==> src/rtl/booth_mult_core_pkg.sv <==
// Shared constants, FSM state type and counter sizing for the Booth multiplier.
package booth_pkg;

  localparam int unsigned N_DEF  = 5;
  localparam int unsigned RW_DEF = 8;

  typedef enum logic {
    IDLE = 1'b0,
    CALC = 1'b1
  } state_t;

  localparam int unsigned CNT_W_DEF = $clog2(N_DEF + 1);

  function automatic int unsigned cnt_width(input int unsigned n);
    return $clog2(n + 1);
  endfunction

endpackage

==> src/rtl/booth_mult_core_if.sv <==
// Request/result bundle of the Booth multiplier; done/busy exist only with BOOTH_DONE_EN.
interface booth_mult_core_if #(
  parameter int unsigned N  = booth_pkg::N_DEF,
  parameter int unsigned RW = booth_pkg::RW_DEF
);

  logic          start;
  logic [N-1:0]  M;
  logic [N-1:0]  Q;
  logic [RW-1:0] result;
`ifdef BOOTH_DONE_EN
  logic          done;
  logic          busy;

  modport master (output start, output M, output Q,
                  input result, input done, input busy);
  modport slave  (input start, input M, input Q,
                  output result, output done, output busy);
`else
  modport master (output start, output M, output Q, input result);
  modport slave  (input start, input M, input Q, output result);
`endif

endinterface

==> src/rtl/booth_mult_core_step.sv <==
// One radix-2 Booth iteration: conditional add/subtract of Mr, then arithmetic shift of {A,Qr,q_1}.
module booth_step
  import booth_pkg::*;
#(
  parameter int unsigned N = N_DEF
) (
  input  logic [N:0]   a_i,
  input  logic [N-1:0] qr_i,
  input  logic         q1_i,
  input  logic [N:0]   mr_i,
  output logic [N:0]   a_o,
  output logic [N-1:0] qr_o,
  output logic         q1_o
);

  logic [N:0] sum;

  always_comb begin
    sum = a_i;
    case ({qr_i[0], q1_i})
      2'b01:   sum = a_i + mr_i;
      2'b10:   sum = a_i - mr_i;
      default: sum = a_i;
    endcase
    a_o  = {sum[N], sum[N:1]};
    qr_o = {sum[0], qr_i[N-1:1]};
    q1_o = qr_i[0];
  end

endmodule

==> src/rtl/booth_mult_core.sv <==
// Sequential signed Booth multiplier: N iterations per start, truncated product on result.
// Optional BOOTH_DONE_EN adds registered done (completion pulse) and busy outputs.
module booth_mult_core
  import booth_pkg::*;
#(
  parameter int unsigned N  = N_DEF,
  parameter int unsigned RW = RW_DEF
) (
  input  logic        clk,
  input  logic        n_rst,
  booth_mult_core_if.slave bus
);

  localparam int unsigned CW = cnt_width(N);

  state_t        state_q;
  logic [N:0]    a_q, a_d;
  logic [N-1:0]  qr_q, qr_d;
  logic          q1_q, q1_d;
  logic [N:0]    mr_q;
  logic [CW-1:0] cnt_q;
  logic [RW-1:0] result_q;
  logic [2*N:0]  prod_d;
`ifdef BOOTH_DONE_EN
  logic          done_q;
  logic          busy_q;
`endif

  booth_step #(.N(N)) u_step (
    .a_i  (a_q),
    .qr_i (qr_q),
    .q1_i (q1_q),
    .mr_i (mr_q),
    .a_o  (a_d),
    .qr_o (qr_d),
    .q1_o (q1_d)
  );

  // The result is taken from the step outputs so it lands on the last iteration edge.
  assign prod_d = {a_d, qr_d};

  always_ff @(posedge clk) begin
    if (!n_rst) begin
      state_q  <= IDLE;
      a_q      <= '0;
      qr_q     <= '0;
      q1_q     <= 1'b0;
      mr_q     <= '0;
      cnt_q    <= '0;
      result_q <= '0;
`ifdef BOOTH_DONE_EN
      done_q   <= 1'b0;
      busy_q   <= 1'b0;
`endif
    end else begin
`ifdef BOOTH_DONE_EN
      done_q <= 1'b0;
`endif
      case (state_q)
        IDLE: begin
          if (bus.start) begin
            a_q     <= '0;
            qr_q    <= bus.Q;
            q1_q    <= 1'b0;
            mr_q    <= {bus.M[N-1], bus.M};
            cnt_q   <= '0;
            state_q <= CALC;
`ifdef BOOTH_DONE_EN
            busy_q  <= 1'b1;
`endif
          end
        end
        CALC: begin
          a_q   <= a_d;
          qr_q  <= qr_d;
          q1_q  <= q1_d;
          cnt_q <= cnt_q + 1'b1;
          if (cnt_q == CW'(N - 1)) begin
            result_q <= prod_d[RW-1:0];
            state_q  <= IDLE;
`ifdef BOOTH_DONE_EN
            done_q   <= 1'b1;
            busy_q   <= 1'b0;
`endif
          end
        end
        default: state_q <= IDLE;
      endcase
    end
  end

  assign bus.result = result_q;
`ifdef BOOTH_DONE_EN
  assign bus.done = done_q;
  assign bus.busy = busy_q;
`endif

endmodule

==> src/flat_wrapper.sv <==
// flat-port wrapper written by rule: the top's interface ports become plain ports
module booth_mult_core_flat import booth_pkg::*;
#(
  parameter int unsigned N  = N_DEF,
  parameter int unsigned RW = RW_DEF
)
  (clk, n_rst, bus_start, bus_M, bus_Q, bus_result);
  booth_mult_core_if #(.N(N), .RW(RW)) bus_i ();
  input  logic clk;
  input  logic n_rst;
  input wire logic [$bits(bus_i.start)-1:0] bus_start;
  input wire logic [$bits(bus_i.M)-1:0] bus_M;
  input wire logic [$bits(bus_i.Q)-1:0] bus_Q;
  output wire logic [$bits(bus_i.result)-1:0] bus_result;
  assign bus_i.start = bus_start;
  assign bus_i.M = bus_M;
  assign bus_i.Q = bus_Q;
  assign bus_result = bus_i.result;
  booth_mult_core #(.N(N), .RW(RW)) u_core (.clk(clk), .n_rst(n_rst), .bus(bus_i));
endmodule
==> config.mk <==
export PLATFORM = sky130hd
export DESIGN_NAME = booth_mult_core_flat
export DESIGN_NICKNAME = d
export VERILOG_FILES = /design/src/rtl/booth_mult_core_pkg.sv /design/src/rtl/booth_mult_core_if.sv /design/src/rtl/booth_mult_core_step.sv /design/src/rtl/booth_mult_core.sv /design/src/flat_wrapper.sv
export SDC_FILE = /design/constraint.sdc
export NUM_CORES = 1
export LEC_CHECK = 0
export ABC_AREA = 1
export ABC_CLOCK_PERIOD_IN_PS = 5700
export CELL_PAD_IN_SITES_DETAIL_PLACEMENT = 1
export CELL_PAD_IN_SITES_GLOBAL_PLACEMENT = 1
export CORE_MARGIN = 10
export CORE_UTILIZATION = 43
export CTS_BUF_LIST = sky130_fd_sc_hd__clkbuf_4
export CTS_CLUSTER_DIAMETER = 80
export DETAILED_ROUTE_END_ITERATION = 8
export PLACE_DENSITY_LB_ADDON = 0.1
export SETUP_SLACK_MARGIN = 0.15
export SKIP_LAST_GASP = 1
export SLEW_MARGIN = 10
export SYNTH_ARGS = -nofsm -noshare
export SYNTH_HDL_FRONTEND = slang
export SYNTH_SLANG_ARGS = --single-unit
==> constraint.sdc <==
create_clock -name clk -period 5.7 [get_ports clk]
set_input_delay 1.14 -clock clk [delete_from_list [all_inputs] [get_ports clk]]
set_output_delay 1.14 -clock clk [all_outputs]
set_load 0.005 [all_outputs]
==> results by group, run 1 <==
Yosys
  • Number of register bits inferred by synthesis: 28
  • Number of unique standard cell types used by synthesis: 28
  • Adder-Cell Fraction of Synth Area: 8.75%
  • Library cell with the highest instance count after synthesis: sky130_fd_sc_hd__nand2_1
  • Async SR Flop Fraction: 0%
  • Yosys top cell by area: sky130_fd_sc_hd__dfxtp_1
  • Synthesis warning total: 0
  • Mean instance size in the synthesized netlist: 7.08 µm²
  • Top cell type's share of synthesized area: 37.0%
  • Dominant combinational cell family by area after synthesis: simple AND/OR/NAND/NOR gates
  • Simple-gate portion of the synthesized area: about 27%
  • Main area contributors after synthesis: sky130_fd_sc_hd__dfxtp_1 (37%), sky130_fd_sc_hd__nand2_1 (11%), sky130_fd_sc_hd__inv_1 (7.9%)
  • Fraction of the yosys area taken by sequential cells: around 37%
  • Fraction of synthesized area in multiplexers: 0%
  • Share of the synthesized netlist area taken by xor and xnor gates: 1.73%
  • Complex-gate fraction of the synthesized area: 14.4%
  • Synth Instances: 214
  • Count of flip-flops with a built-in enable after synthesis: 0
  • Commonest cells post-synth: sky130_fd_sc_hd__nand2_1 (46), sky130_fd_sc_hd__inv_1 (32), sky130_fd_sc_hd__dfxtp_1 (28), sky130_fd_sc_hd__nand3_1 (23)
  • Synthesized net count: 237
  • Most used flip-flop cell after synthesis: sky130_fd_sc_hd__dfxtp_1
  • Post-Synthesis Cell Area: about 1500 µm²

GRT
  • Combined global-route utilization of all metal layers: 13.9%
  • Pin count of the biggest net entering global routing: 23
  • First-pass GRT wire length: between 7 and 8 mm
  • Antenna violations before repair: 0
  • Remaining global-route overflow: 0
  • Number of global-route vias before repair: 1568

Clock network
  • Maximum clock path buffer count: 2
  • Clock latency on the worst-skew pair: ~320 ps
  • Maximum level of the CTS H-tree: 1
  • CTS tree: done
  • Clock Pin Slew Worst Setup and Hold Paths: 140 ps
  • Root buf cell: sky130_fd_sc_hd__clkbuf_4
  • Hold_buf cts: 0
  • Number of setup buffers added after CTS: 0
  • Cts bufs inserted: 3
  • Number of resized instances in the post-cts repair step: 0
  • Clock sink total: 28

Floorplan
  • Chip Height: about 80 µm
  • Initial cell density of the core: a little under half
  • Die width: 79.4 µm
  • Ports: 21
  • Floorplan core area: 3360 µm²
  • Total die area: 6300 µm²
  • Standard-cell rows: 21

Setup path
  • Worst-path cell chain: clkdlybuf4s50_1 -> nand4_1 -> o21ai_0
  • Worst Setup Start Kind: input pin
  • Data arrival time at the worst-slack endpoint: 2780 ps
  • Required time reported for the critical path endpoint: 5950 ps
  • Type of the setup path with the least slack: input pin to register
  • Worst path max stage delay: 940 ps
  • Maximum net fanout on the critical path: 22
  • Master of the slowest instance on the critical path: sky130_fd_sc_hd__clkdlybuf4s50_1
  • Critical Path Sink Type: register

Pwr
  • Leakage power: 0.744 nW
  • Peak supply drop: 0.158 mV
  • Pwr per Cell Area: 223 nW/µm²

Layout
  • Layout cells sized above 1: 4.33%
  • Filler Cell Count: 464
  • Total inserted antenna cells: 0
  • Area taken by multi-input logic gates: 783 µm²
  • Register cell area after layout: 561 µm²
  • Area growth from synthesis to layout: 15.6%
  • Final Net Count: 256

STA
  • Highest achievable clock rate: 395 MHz
  • Max Clock Skew: 3.48 ps
  • Fin Setup TNS: 0 ps
  • Actual transition at the worst max-transition pin: 779 ps
  • Unrepaired setup endpoints after global routing: false
  • Min Clock Period, post-route: around 2500 ps
  • Worst hold slack across all endpoints: 472 ps
  • Fin. Hold Viols: 0
  • Setup violations, final: 0
  • Worst slew margin relative to its limit: a little under half
  • Tcrit/Tclk final: 44.4%
  • Number of max-slew violations in the final report: 0

Detailed routing
  • First-pass DRT Iterations: 4
  • DRT antenna net count: 0
  • Drt initial violations: 33
  • Vias: 1432
  • Count of unresolved DRC violations after routing: 0
  • Top routing layer in use: met4
  • Post-route met1 wirelength: 1.70 mm
  • Via-per-instance ratio: 5.17
  • Met2 wirelength from detailed routing: between 2 and 2.5 mm
  • Routed wire length: a little over 4 mm
  • Met3 Routed Length: 124 µm
  • Wire per inst: around 15 µm

Status
  • Run status: complete, no violations

Placed design
  • Count of input and output buffers: 20
  • RD Place Congestion: approximately 0.80
  • Hpwl dp: 3.30 mm

Worst hold path
  • Worst hold path type: register to register

Flow run
  • Number of max-cap violations: 0
## logic make-up (layout without fill, tap and decap cells)
| group | after synthesis | in the layout |
|---|---|---|
| simple gates | 93 | 93 |
| buf+inv | 40 | 57 |
| xor+xnor | 3 | 3 |
| flops | 28 | 28 |
| fa+ha+maj | 10 | 10 |
| compound gates | 40 | 40 |
## registers in the layout (all words and copies together), names as in the netlist
name / flops
u_core.cnt_q: 3
u_core.mr_q: 5
u_core.state_q: 1
u_core.bus.result: 8
u_core.a_q: 5
u_core.qr_q: 5
u_core.q1_q: 1
## per-stage QoR
step	power, mW	worst slack, ps	utilization, %	cell area [µm²]	cells
CTS	0.394	3160	52.1	1750	277
global placement	0.310	2920	51.4	1730	274
floorplan	0.287	3810	-	1520	214
detailed placement	0.315	2830	51.4	1730	274
finish	0.390	3170	52.1	1750	277
global route	0.421	3020	52.1	1750	277
## path summary, 6_finish.rpt
| path | cells after the start | slack (ps) | endpoint | start |
|---|---|---|---|---|
| worst max register to register | 15 | 3520 | u_core.a_q[2] | u_core.mr_q[0] |
| worst min-delay path | 2 | 470 | u_core.q1_q | u_core.q1_q |
| worst max-delay path | 3 | 3170 | u_core.bus.result[6] | n_rst |
| worst min register to register | 2 | 470 | u_core.q1_q | u_core.q1_q |
## report_power, final
group	switching (mW)	internal (mW)	leakage (nW)	total [mW]
clock	0.0547	0.0248	0.0138	0.0795
sequential	0.00847	0.203	0.228	0.212
combinational	0.0590	0.0399	0.502	0.0989
total	0.122	0.268	0.744	0.390
## per-layer routing
metal  vias up  GRT usage, %
met2        12          27.2
li1        729             -
met1       689          14.3
met4         0          3.76
met5         -             0
met3         2          2.82
## worst max-delay path, delay by kind of cell
kind / cells / cell delay, ps
AOI/OAI and AO/OA: 1 / 280
and+or+nand+nor: 1 / 410
buffers and inverters: 1 / 940
## final cells by class
type | count | area share [%]
multi-input combinational | 146 | 44.7
sequential | 28 | 32.0
timing repair buffer | 20 | 11.4
inverter | 34 | 7.29
tap | 46 | 3.29
clock buffer | 3 | 1.29
## layout by cell type (no fill, tap or decap)
cell type,synthesis,layout
sky130_fd_sc_hd__nand2_1,46,46
sky130_fd_sc_hd__inv_1,32,32
sky130_fd_sc_hd__dfxtp_1,28,28
sky130_fd_sc_hd__nand3_1,23,23
sky130_fd_sc_hd__clkdlybuf4s50_1,0,20
sky130_fd_sc_hd__o21ai_0,17,17
sky130_fd_sc_hd__a21oi_1,17,17
sky130_fd_sc_hd__nor2_1,15,15
sky130_fd_sc_hd__ha_1,9,9
sky130_fd_sc_hd__clkbuf_4,0,3
sky130_fd_sc_hd__xor2_1,2,2
sky130_fd_sc_hd__nor3_1,2,2
sky130_fd_sc_hd__inv_2,2,2
sky130_fd_sc_hd__nand2_2,2,2
sky130_fd_sc_hd__nand4_1,2,2
sky130_fd_sc_hd__nand3b_1,2,2
sky130_fd_sc_hd__xnor2_1,1,1
sky130_fd_sc_hd__o221ai_1,1,1
sky130_fd_sc_hd__o21ai_1,1,1
sky130_fd_sc_hd__a221oi_1,1,1
sky130_fd_sc_hd__a21oi_2,1,1
sky130_fd_sc_hd__o21a_1,1,1
sky130_fd_sc_hd__nor3b_2,1,1
sky130_fd_sc_hd__o21ai_2,1,1
sky130_fd_sc_hd__fa_1,1,1
(Power assumes the default switching activity.)
==> run 2: changes to the inputs <==
- ABC_CLOCK_PERIOD_IN_PS: 5700 -> 2200
- CORE_UTILIZATION: 43 -> 36
- clock period: 5.7 -> 2.2 ns (I/O delays scaled with it)
==> results by group, run 2 (same netlist as run 1, synthesis figures left out) <==
Setup path
  • Cells on worst reg2reg path: 14 (-1)
  • Worst path max stage delay: 380 ps (-560 ps)
  • Master of the slowest instance on the critical path: sky130_fd_sc_hd__dfxtp_2
  • Type of the setup path with the least slack: register to register
  • Critical Path Sink Type: register
  • Worst-path cell chain: inv_4 -> ha_4 -> inv_2 -> nor2_4 -> a21oi_2 -> xnor2_1 -> ha_1 -> a21oi_2 -> nand2_2 -> nor2_2 -> nand3_1 -> nand3_1 -> nand2_1 -> inv_1
  • Worst Setup Start Kind: register
  • Maximum net fanout on the critical path: 3 (-86%)
  • Data arrival time at the worst-slack endpoint: 2270 ps (-510 ps)
  • Required time reported for the critical path endpoint: 2490 ps (-3460 ps)

Layout
  • Most common cell after layout, fill and taps aside: sky130_fd_sc_hd__nand2_1
  • Utilization of the core after routing: 48.4% (-3.6 points)
  • Final Net Count: 264 (+3.1%)
  • Layout cells sized above 1: 20.0% (+16 points)
  • Number of standard cells in the layout, taps in and fillers out: 290 (+4.7%)
  • Total inserted antenna cells: 0 (unchanged)
  • Area growth from synthesis to layout: 28.8%
  • Flip-flop count of the largest register after layout: 8 (unchanged)
  • Final design area excluding fillers: 1950 µm² (+11%)
  • Commonest cells after routing, fill and taps aside: sky130_fd_sc_hd__nand2_1 (41), sky130_fd_sc_hd__inv_1 (27), sky130_fd_sc_hd__dfxtp_1 (24), sky130_fd_sc_hd__nand3_1 (22), sky130_fd_sc_hd__clkdlybuf4s50_1 (20)

Pwr
  • Switching part of the total: 32.7% (+1.4 points)
  • Register share of total power: 49.3% (-5.0 points)
  • Combinational cell fraction of total power: 31.2% (+5.9 points)
  • Share of power burned in the clock network: 19.4% (-1.0 points)
  • Internal power component: 0.753 mW (+180%)
  • Total design power: 1.12 mW (+190%)
  • Peak supply drop: 0.288 mV (+82%)
  • Pwr per Cell Area: 574 nW/µm² (+160%)
  • Leakage power: 0.798 nW (+7.3%)
  • Net switching power: 0.367 mW (+200%)

GRT
  • First-pass GRT wire length: 7.30 mm (+2.1%)
  • Remaining global-route overflow: 0 (unchanged)
  • Number of global-route vias before repair: 1549 (-1.2%)
  • Met1 Track Usage GR: 13.9% (-0.46 points)
  • Global routing usage on met2: 21.8% (-5.4 points)
  • Combined global-route utilization of all metal layers: 12.0% (-1.9 points)
  • Pin count of the biggest net entering global routing: 22 (-4.3%)
  • Met3 track demand over resource: 2.01% (-0.81 points)
  • Busiest layer in global routing: met2
  • Antenna violations before repair: 0 (unchanged)

STA
  • Number of max-slew violations in the final report: 0 (unchanged)
  • Min Clock Period, post-route: a little under 2000 ps
  • Highest achievable clock rate: 503 MHz
  • Actual transition at the worst max-transition pin: 572 ps (-207 ps)
  • Worst slew margin relative to its limit: 61.7% (+14 points)
  • Tcrit/Tclk final: about 90%
  • Worst hold slack across all endpoints: 474 ps (+2.80 ps)
  • Unrepaired setup endpoints after global routing: true
  • Worst setup slack after layout: 213 ps (-2960 ps)
  • Fin. Hold Viols: 0 (unchanged)
  • Max Clock Skew: 4.81 ps (+1.33 ps)
  • Setup violations, final: 0 (unchanged)
  • Fin Setup TNS: 0 ps (unchanged)

Detailed routing
  • Drt initial violations: 41 (+24%)
  • Vias: 1446 (+0.98%)
  • Via-per-instance ratio: 4.99 (-3.5%)
  • Count of unresolved DRC violations after routing: 0 (unchanged)
  • Routed wire length: 4.46 mm (+10%)
  • Wire per inst: 15.4 µm (+5.3%)
  • First-pass DRT Iterations: 4 (unchanged)
  • DRT antenna net count: 0 (unchanged)

Floorplan
  • Ports: 21 (unchanged)
  • Chip Height: 84.9 µm (+6.9%)
  • Floorplan core area: 4030 µm² (+20%)
  • Standard-cell rows: 23 (+9.5%)
  • Die width: 84.9 µm (+6.9%)
  • Total die area: 7200 µm² (+14%)
  • Initial cell density of the core: 37.6% (-7.4 points)

Worst hold path
  • Worst hold path type: register to register
  • Worst hold path cell count: 2 (unchanged)

Clock network
  • Clock sink total: 28 (unchanged)
  • Root buf cell: sky130_fd_sc_hd__clkbuf_4
  • Maximum clock path buffer count: 2 (unchanged)
  • Clock latency on the worst-skew pair: 320 ps (about the same)
  • CTS tree: done
  • Clock Pin Slew Worst Setup and Hold Paths: 150 ps (about the same)
  • Cts bufs inserted: 3 (unchanged)
  • Maximum level of the CTS H-tree: 1 (unchanged)

Placed design
  • Hpwl dp: 3.34 mm (+1.2%)
  • Post-placement cell area: 1750 µm² (+1.2%)
  • Count of input and output buffers: 20 (unchanged)
  • Total instance count after detailed placement: 280 (+2.2%)
  • RD Place Congestion: 0.815 (+2.0%)
  • Placement-stage worst setup slack: 46.0 ps (-2780 ps)

Flow run
  • Number of max-cap violations: 0 (unchanged)

Status
  • Run status: complete, no violations
-- run 2: changes by cell type in the layout (fill, tap and decap cells not counted), moves of 3 or more --
cell                      before  now
sky130_fd_sc_hd__a21oi_2       1    6
sky130_fd_sc_hd__ha_1          9    4
sky130_fd_sc_hd__dfxtp_2       0    4
sky130_fd_sc_hd__ha_4          0    5
sky130_fd_sc_hd__nand2_2       2    7
sky130_fd_sc_hd__nor2_1       15   12
sky130_fd_sc_hd__dfxtp_1      28   24
sky130_fd_sc_hd__inv_2         2    6
sky130_fd_sc_hd__inv_1        32   27
sky130_fd_sc_hd__buf_4         0    7
sky130_fd_sc_hd__nand2_1      46   41
sky130_fd_sc_hd__a21oi_1      17   12
-- run 2: final timing paths --
kind | startpoint | endpoint | slack [ps]
worst min register to register | u_core.q1_q | u_core.q1_q | 470
worst max-delay path | u_core.mr_q[0] | u_core.a_q[4] | 210
worst min-delay path | u_core.q1_q | u_core.q1_q | 470
worst max register to register | u_core.mr_q[0] | u_core.a_q[4] | 210
-- run 2: final cells by class --
| class | count | area (µm²) |
|---|---|---|
| Clock buffer | 3 | 22.5 |
| Clock inverter | 1 | 3.75 |
| Fill cell | 519 | 2080 |
| Inverter | 34 | 130 |
| Multi-Input combinational cell | 146 | 903 |
| Sequential cell | 28 | 566 |
| Tap cell | 50 | 62.6 |
| Timing Repair Buffer | 28 | 264 |
-- run 2: repair_timing --
action / 4_1_cts / 5_1_grt
setup endpoints to repair: 8 / 8
hold endpoints to repair: 0 / 0
pin swaps: 5 / 15
hold buffers: 0 / 0
resized for setup: 12 / 26
buffers inserted: 4 / 3
-- run 2: power by group through the flow --
stage	clock (mW)	combinational, mW	sequential [mW]
floorplan	0	0.192	0.551
global placement	0	0.249	0.559
detailed placement	0	0.267	0.560
CTS	0.224	0.301	0.549
global route	0.251	0.393	0.557
finish	0.218	0.350	0.553
-- run 2: critical path: cells and delay by family (launching register included) --
kind | cells | cell delay (ps)
compound gates | 2 | 380
xor+xnor | 1 | 140
fa+ha+maj | 2 | 470
buf+inv | 3 | 150
flops | 1 | 380
simple gates | 6 | 440
-- run 2: layer usage --
| layer | vias up | part of all wire [%] |
|---|---|---|
| li1 | 746 | - |
| met1 | 682 | 45 |
| met2 | 14 | 52 |
| met3 | 4 | 2.2 |
| met4 | 0 | 0.90 |
| met5 | - | 0 |
==> RTL change (settings of run 2) <==
Change the package constant `RW_DEF` from 8 to 7.
--- a/src/rtl/booth_mult_core_pkg.sv
+++ b/src/rtl/booth_mult_core_pkg.sv
@@ -3,5 +3,5 @@
 
   localparam int unsigned N_DEF  = 5;
-  localparam int unsigned RW_DEF = 8;
+  localparam int unsigned RW_DEF = 7;
 
   typedef enum logic {
Ports: changed (resized bus_result); port bits go from 21 to 20. No check against the original RTL was run, so the function may have changed too.
==> RTL change against run 2 <==
  * Sequential cell count down 1
  * Total power down 5.0%
  * Non-clock buffer count down 2
  * Design area down 3.5%
  * Count of clock-buffer cells in the layout unchanged
  * Wire length down 7.5%
  * Synthesized area down 1.3%
  * Synthesized cell count down 3.3%
  * Worst setup slack better by 0.041 ns
  * Critical endpoint is now u_core.a_q[3]$_SDFFE_PN0P_
  * Largest power group unchanged
  * Highest routed layer unchanged
==> RTL change: results (changes against run 2) <==
status: "finished, final reports clean"  # unchanged
grt_pass1_wl_um: 6750  # was 7300 µm
syn_avg_cell_area_um2: 7.22  # was 7.08 µm²
syn-num-nets: 230  # was 237
met3_length_um: 97  # was 98 µm
drive_above_1_share_pct: 19.0  # was 20.0%
place.port_buffers: 19  # was 20
relSlewSlack_pct: 56.1  # was 61.7%
ir_worst_vdd_mv: 0.297  # was 0.288 mV
hpwl_um: 3110  # was 3340 µm
vias: 1425  # was 1446
inv_count: 32  # was 34
design.seq.count: 27  # was 28
drt-total-wl_um: 4120  # was 4460 µm
p_leak_uw: 0.000758  # was 0.000798 µW
ys_types: 32  # was 28
nonClkBufAreaFrac_pct: 12.9  # was 13.5%
drt-initial-drc-count: 26  # was 41
grt_max_degree: 16  # was 22
met1_usage_pct: 11.9  # was 13.9%
grt_util_met2_pct: 20.7  # was 21.8%
hold-worst-slack_ns: 0.473  # was 0.474 ns
r2r_slack_ns: 0.25  # was 0.21 ns
multi_input_area_um2: 875  # was 903 µm²
r2r_cells: 10  # was 14
seqAreaFraction_pct: 29.0  # about the same
wl_met2_um: 2170  # was 2330 µm
clk_share_pct: 1.46  # was 1.35%
ys_seq_area_share_pct: 36.2  # was 37.0%
final_nets: 256  # was 264
n_all_buffers: 26  # was 28
reg2reg_to: "u_core.a_q[3]$_SDFFE_PN0P_"  # was u_core.a_q[4]$_SDFFE_PN0P_
place.gp.congestion: 0.857  # was 0.815
largest_reg_flops: 7  # was 8
synth_commonest_cells: "51 x nand2_1, 29 x inv_1, 27 x dfxtp_1"  # was 46 x nand2_1, 32 x inv_1, 28 x dfxtp_1
-- RTL change: cell families (layout without fill, tap and decap cells) --
logic type	Yosys count	after routing	synth area share, %
and+or+nand+nor	90	90	27.1
AOI/OAI and AO/OA	40	40	15.1
buffers and inverters	37	62	11.0
DFF	27	27	36.2
adders and majority gates	10	10	8.87
xor gates and xnor gates	3	3	1.76
-- RTL change: report_power, final --
part	internal (µW)	switching [µW]
sequential	510	26.7
combinational	141	170
clock	68.2	149
total	719	345
-- RTL change: worst max path at each step --
stage | startpoint | end | slack [ns] | cells past startpoint
finish | u_core.mr_q[0]$_SDFFE_PN0P_ | u_core.a_q[3]$_SDFFE_PN0P_ | 0.25 | 10
global route | u_core.mr_q[0]$_SDFFE_PN0P_ | u_core.a_q[4]$_SDFFE_PN0P_ | 0.12 | 16
CTS | u_core.q1_q$_SDFFE_PN0P_ | u_core.a_q[4]$_SDFFE_PN0P_ | 0.16 | 15
detailed placement | u_core.mr_q[0]$_SDFFE_PN0P_ | u_core.a_q[0]$_SDFFE_PN0P_ | 0.10 | 8
global placement | u_core.mr_q[0]$_SDFFE_PN0P_ | u_core.a_q[1]$_SDFFE_PN0P_ | 0.14 | 10
floorplan | u_core.q1_q$_SDFFE_PN0P_ | u_core.a_q[4]$_SDFFE_PN0P_ | 0.30 | 16
-- RTL change: stage by stage --
| step | power, µW | util [%] | setup WS [ns] | std cells |
|---|---|---|---|---|
| floorplan | 715 | - | 0.303 | 207 |
| global placement | 776 | 43.2 | 0.136 | 273 |
| detailed placement | 791 | 43.2 | 0.101 | 273 |
| CTS | 1030 | 44.7 | 0.159 | 279 |
| global route | 1140 | 47.1 | 0.119 | 282 |
| finish | 1060 | 47.1 | 0.254 | 282 |
